===== src/rtl/edge_pkg.sv =====
// Shared types for the multi-channel edge detector: per-channel mode encoding
// and a helper that decides whether a level change is reported.
package edge_pkg;

    localparam int unsigned MODE_W = 2;

    typedef enum logic [1:0] {
        EDGE_OFF  = 2'b00,
        EDGE_RISE = 2'b01,
        EDGE_FALL = 2'b10,
        EDGE_BOTH = 2'b11
    } edge_mode_e;

    function automatic logic edge_qualifies(input edge_mode_e mode, input logic new_level);
        logic hit;
        hit = 1'b0;
        unique case (mode)
            EDGE_OFF:  hit = 1'b0;
            EDGE_RISE: hit = new_level;
            EDGE_FALL: hit = ~new_level;
            EDGE_BOTH: hit = 1'b1;
            default:   hit = 1'b0;
        endcase
        return hit;
    endfunction

endpackage


===== src/rtl/edge_chan.sv =====
// One detector channel: synchroniser chain, debounce filter, mode-qualified
// edge pulse and a software-cleared sticky flag.
module edge_chan
    import edge_pkg::*;
#(
    parameter int unsigned SYNC_STAGES = 2,
    parameter int unsigned DEBOUNCE_W  = 8
) (
    input  logic                  i_clk,
    input  logic                  i_rst_n,
    input  logic                  i_detect_in,
    input  edge_mode_e            i_mode,
    input  logic [DEBOUNCE_W-1:0] i_db_thr,
    input  logic                  i_clr,
    output logic                  o_level,
    output logic                  o_pulse,
    output logic                  o_sticky
);

    logic                  raw;
    logic                  stable_q;
    logic [DEBOUNCE_W-1:0] cnt_q, cnt_d;
    logic                  pulse_q, pulse_d;
    logic                  sticky_q, sticky_d;
    logic                  change;

    generate
        if (SYNC_STAGES == 0) begin : g_nosync
            assign raw = i_detect_in;
        end else begin : g_sync
            logic [SYNC_STAGES-1:0] sync_q;

            always_ff @(posedge i_clk or negedge i_rst_n) begin
                if (!i_rst_n) begin
                    sync_q <= '0;
                end else begin
                    sync_q[0] <= i_detect_in;
                    for (int i = 1; i < SYNC_STAGES; i++) begin
                        sync_q[i] <= sync_q[i-1];
                    end
                end
            end

            assign raw = sync_q[SYNC_STAGES-1];
        end
    endgenerate

    always_comb begin
        change   = (raw != stable_q) && (cnt_q >= i_db_thr);
        cnt_d    = cnt_q;
        if ((raw == stable_q) || change) begin
            cnt_d = '0;
        end else if (cnt_q != {DEBOUNCE_W{1'b1}}) begin
            cnt_d = cnt_q + 1'b1;
        end
        pulse_d  = change && edge_qualifies(i_mode, raw);
        // A fresh event outranks a simultaneous clear so nothing is lost.
        sticky_d = pulse_d | (sticky_q & ~i_clr);
    end

    always_ff @(posedge i_clk or negedge i_rst_n) begin
        if (!i_rst_n) begin
            stable_q <= 1'b0;
            cnt_q    <= '0;
            pulse_q  <= 1'b0;
            sticky_q <= 1'b0;
        end else begin
            if (change) begin
                stable_q <= raw;
            end
            cnt_q    <= cnt_d;
            pulse_q  <= pulse_d;
            sticky_q <= sticky_d;
        end
    end

    assign o_level  = stable_q;
    assign o_pulse  = pulse_q;
    assign o_sticky = sticky_q;

endmodule


===== src/rtl/edge_detect_debounce.sv =====
// Multi-channel debounced edge detector: WIDTH independent channels plus an
// aggregate "any flag set" output.
module edge_detect_debounce
    import edge_pkg::*;
#(
    parameter int unsigned WIDTH       = 4,
    parameter int unsigned SYNC_STAGES = 2,
    parameter int unsigned DEBOUNCE_W  = 8
) (
    input  logic                    i_clk,
    input  logic                    i_rst_n,
    input  logic [WIDTH-1:0]        i_detect_in,
    input  logic [MODE_W*WIDTH-1:0] i_mode,
    input  logic [DEBOUNCE_W-1:0]   i_db_thr,
    input  logic [WIDTH-1:0]        i_clr,
    output logic [WIDTH-1:0]        o_level,
    output logic [WIDTH-1:0]        o_pulse,
    output logic [WIDTH-1:0]        o_sticky,
    output logic                    o_any
);

    for (genvar k = 0; k < WIDTH; k++) begin : g_chan
        edge_chan #(
            .SYNC_STAGES (SYNC_STAGES),
            .DEBOUNCE_W  (DEBOUNCE_W)
        ) u_chan (
            .i_clk       (i_clk),
            .i_rst_n     (i_rst_n),
            .i_detect_in (i_detect_in[k]),
            .i_mode      (edge_mode_e'(i_mode[MODE_W*k +: MODE_W])),
            .i_db_thr    (i_db_thr),
            .i_clr       (i_clr[k]),
            .o_level     (o_level[k]),
            .o_pulse     (o_pulse[k]),
            .o_sticky    (o_sticky[k])
        );
    end

    assign o_any = |o_sticky;

endmodule

===== config.mk =====
export PLATFORM = sky130hd
export DESIGN_NAME = edge_detect_debounce
export DESIGN_NICKNAME = d
export VERILOG_FILES = /design/src/rtl/edge_pkg.sv /design/src/rtl/edge_chan.sv /design/src/rtl/edge_detect_debounce.sv
export SDC_FILE = /design/constraint.sdc
export NUM_CORES = 1
export LEC_CHECK = 0
export ABC_AREA = 1
export BUFFER_PORTS_ARGS = -buffer_cell sky130_fd_sc_hd__buf_4
export CAP_MARGIN = 20
export CORE_MARGIN = 2
export CORE_UTILIZATION = 53
export DETAILED_ROUTE_END_ITERATION = 10
export GPL_TIMING_DRIVEN = 0
export PLACE_DENSITY = 0.86
export SLEW_MARGIN = 40
export SYNTH_ARGS = -nofsm -noshare
export SYNTH_HDL_FRONTEND = slang
export SYNTH_HIERARCHICAL = 1
export SYNTH_SLANG_ARGS = --single-unit

===== constraint.sdc =====
create_clock -name i_clk -period 1.4 [get_ports i_clk]
set_input_delay 0.14 -clock i_clk [delete_from_list [all_inputs] [get_ports i_clk]]
set_output_delay 0.14 -clock i_clk [all_outputs]
set_load 0.02 [all_outputs]

==> impl_results.md <==
- FF+latch area: about 0.0013 mm2
- Inserted Diodes: 0
- Crit path DAT: 1.82 ns
- Initial antenna violation count: 0
- Core Box Area: around 0.0063 mm2
- Final HPWL DP: 5700 um
- Synthesized-area fraction occupied by adder cells: 13.1%
- Unique masters post-synth: 19
- Starting density of the core: 54.3%
- Area growth syn-to-layout: 40.5%
- Max Cap Viol: 0
- Sw power: roughly 2200 uW
- Fin cells: 627
- Vias after detailed routing: 3756
- Max H-tree Level: 2
- WP data required: 1.66 ns
- Synth area leader: dfrtp_1
- Number of flops mapped to enable cells by yosys: 0
- CTS Root Cell: clkbuf_8
- Fillers: ~370
- Pwr dens: 1160 mW/mm2
- Wire per inst: 19.3 um
- CP Launch Type: flip-flop
- Reg2reg setup slack: -0.17 ns
- Top cells by area, synth: dfrtp_1 38%, nand2_1 14%, ha_1 13%, inv_1 9.6%, nor2_1 5.5%
- Clk pwr share: between 20% and 30%
- Placed Cells: 574
- Crit share post-route: 112%
- Slew Limit Fails: 0
- Mapped cell area: 0.00343 mm2
- Violated checks: negative setup slack
- Reg2reg start: g_chan[0].u_chan/cnt_q[2]
- Vias in the first global route: between 3000 and 4000
- Main synth FF type: dfrtp_1
- Finished Cell Area: between 0.004 and 0.005 mm2
- Syn avg cell area: 7.47 um2
- Antenna Violating Nets Remaining: 0
- Asr flop ratio synth: between 90% and 100%
- GRT Resource Usage Total: 26.1%
- Clock Sinks: 52
- Post-Synth Simple-Gate Area: between 30% and 40%
- Yosys warns: 6
- Unrepaired setup endpoints after global routing: yes
- Post-synth net total: 521
- PortBufs: 38
- Clock tree buffer depth: 2
- Synth Register Bits: 52
- Router iterations before antenna repair: 5
- Die H: 84.4 um
- Worst hold start: i_clr[3]
- Post-synthesis mux area share: 0%
- Nets: 611
- Setup violators final: 44
- Tmin final: about 1.6 ns
- Fmax: 638 MHz
- Combinational share of power: between 40% and 50%
- Routed WL: 12100 um
- Die Area: 0.00713 mm2
- Sequential share of power: about a third
- CTS tree: yes
- Share of the synthesized area in the top cell type: 37.9%
- Drt drc: 0
- DRT iter0 DRCs: about 420
- Final hold vios: 0
- Cells after Synth: 459
- Largest family of logic cells by synthesized area: simple AND/OR/NAND/NOR gates
- Crit Path Max Fanout: 8
- Status: complete, but fails checks
- Peak VDD IR: 0.768 mV
- Xor/xnor share of the synthesized area: 2.04%
- Rows: 29
- Layout cell share with drive strength beyond 1: around two fifths
- Clk_lat worst skew: between 0.3 and 0.4 ns
- Hold WC Path Type: primary input to flip-flop
- Count leader, synth: nand2_1
- Sequential share of the synthesized area: between 30 and 40%
- Leak Pwr: 0.00250 uW
- Die X: about 84 um
- TritonCTS buffer count: 5
- Total gr overflow: 0
- Sw Ratio: 39.8%
- Worst-margin pin slew: 0.697 ns
- Global-route wire length before repair: 15000 um
- Worst Setup End Kind: flip-flop
- Critical path class: flip-flop to flip-flop
- Fin worst setup slack: -0.168 ns
- Crit path from: g_chan[0].u_chan/cnt_q[2]
- Slew headroom: 53.5%
- Worst-path clk slew: about 0.11 ns
- Footprint of the multi-input gates: 0.00230 mm2
- GPL Wtd Cong: 0.829
- Post-synthesis compound-gate area fraction: 6.28%
- IO Count: 39
- Largest net degree at the start of global routing: 53
- Drt via density: roughly 6.0
- Synth top cells by count: 125 x nand2_1, 88 x inv_1, 52 x dfrtp_1, 50 x nor2_1, 36 x ha_1
- P_int: 3360 uW
- Clk_skew: 0.0105 ns
- Placed instance area: 0.00381 mm2
## cell type report
cell class | instances | area share (%)
well taps | 77 | 2.00
clock inverters | 3 | 0.961
flip-flops and latches | 52 | 27.1
clock buffers | 5 | 1.43
repair buffers | 83 | 13.6
inverters | 92 | 7.17
multi-input cells | 315 | 47.7
## routing by layer
layer	GRT usage [%]	up-vias	part of all wire [%]
met2	46.4	300	48
li1	-	1590	-
met5	0	-	0
met3	3.93	93	9.4
met1	30.6	1773	36
met4	13.4	0	6.5
## stage by stage
step           hold WS [ns]  total power (uW)  utilization [%]  TNS [ns]  setup slack (ns)
2_1_floorplan        -0.156              2910                -         0            0.0301
3_3_place_gp          0.215              3280             60.4     -2.25            -0.115
3_5_place_dp          0.221              3380             60.4     -4.89            -0.183
4_1_cts              0.0449              4690             68.6    -0.289           -0.0302
5_1_grt              0.0583              5830             76.3     -7.22            -0.249
6_report             0.0314              5580             76.3     -4.89            -0.168
## what timing repair did
item,in CTS,in global routing
cloned,0,0
hold endpoints to repair,56,0
pin swaps,23,34
resized for setup,44,77
setup buffers,21,19
setup endpoints to repair,44,44
hold buffers,5,0
## worst paths after layout
kind | endpoint | depth (start not counted)
max in group asynchronous | g_chan[1].u_chan/cnt_q[2] | 2
hold reg to reg | g_chan[0].u_chan/g_sync.sync_q[1] | 0
setup reg to reg | g_chan[0].u_chan/cnt_q[0] | 8
hold / removal | g_chan[3].u_chan/o_sticky | 4
setup / recovery | g_chan[0].u_chan/cnt_q[0] | 8
min in group asynchronous | g_chan[0].u_chan/cnt_q[1] | 2
## layout by cell type (no fill, tap or decap), types with 9 or more instances in the layout
master	n
buf_4	75
ha_1	16
inv_2	12
dfrtp_1	47
ha_4	19
o21ai_1	9
inv_1	80
nor2_1	21
nor2_2	34
nand2_1	100
nand2_2	32
o21ai_0	15
## flip-flops by register name (all words and copies together) (netlist names)
signal	flops
g_chan.u_chan/g_sync.sync_q	8
g_chan.u_chan/o_level	4
g_chan.u_chan/o_sticky	4
g_chan.u_chan/o_pulse	4
g_chan.u_chan/cnt_q	32
## worst max-delay path, cell delays in order (launching register included)
cell	delay, ns
dfrtp_1	0.42
ha_1	0.32
nand2_2	0.09
inv_2	0.05
nand2_2	0.06
nand2_2	0.08
nand2_4	0.11
nand4_4	0.18
nor2_2	0.19
## cell families (layout without fill, tap and decap cells)
logic type / after synthesis / after routing
simple gates: 231 / 231
buf+inv: 92 / 183
flops: 52 / 52
compound gates: 40 / 40
fa+ha+maj: 36 / 36
xor+xnor: 8 / 8
## power groups by stage
stage | combinational [uW] | clock (uW) | sequential (uW)
after floorplan | 952 | 0 | 1960
after global routing | 2680 | 1180 | 1970
after global placement | 1360 | 0 | 1930
final | 2510 | 1110 | 1960
after detailed placement | 1440 | 0 | 1950
after CTS | 1700 | 1090 | 1900
No activity file was read; power rests on OpenSTA's default activity.
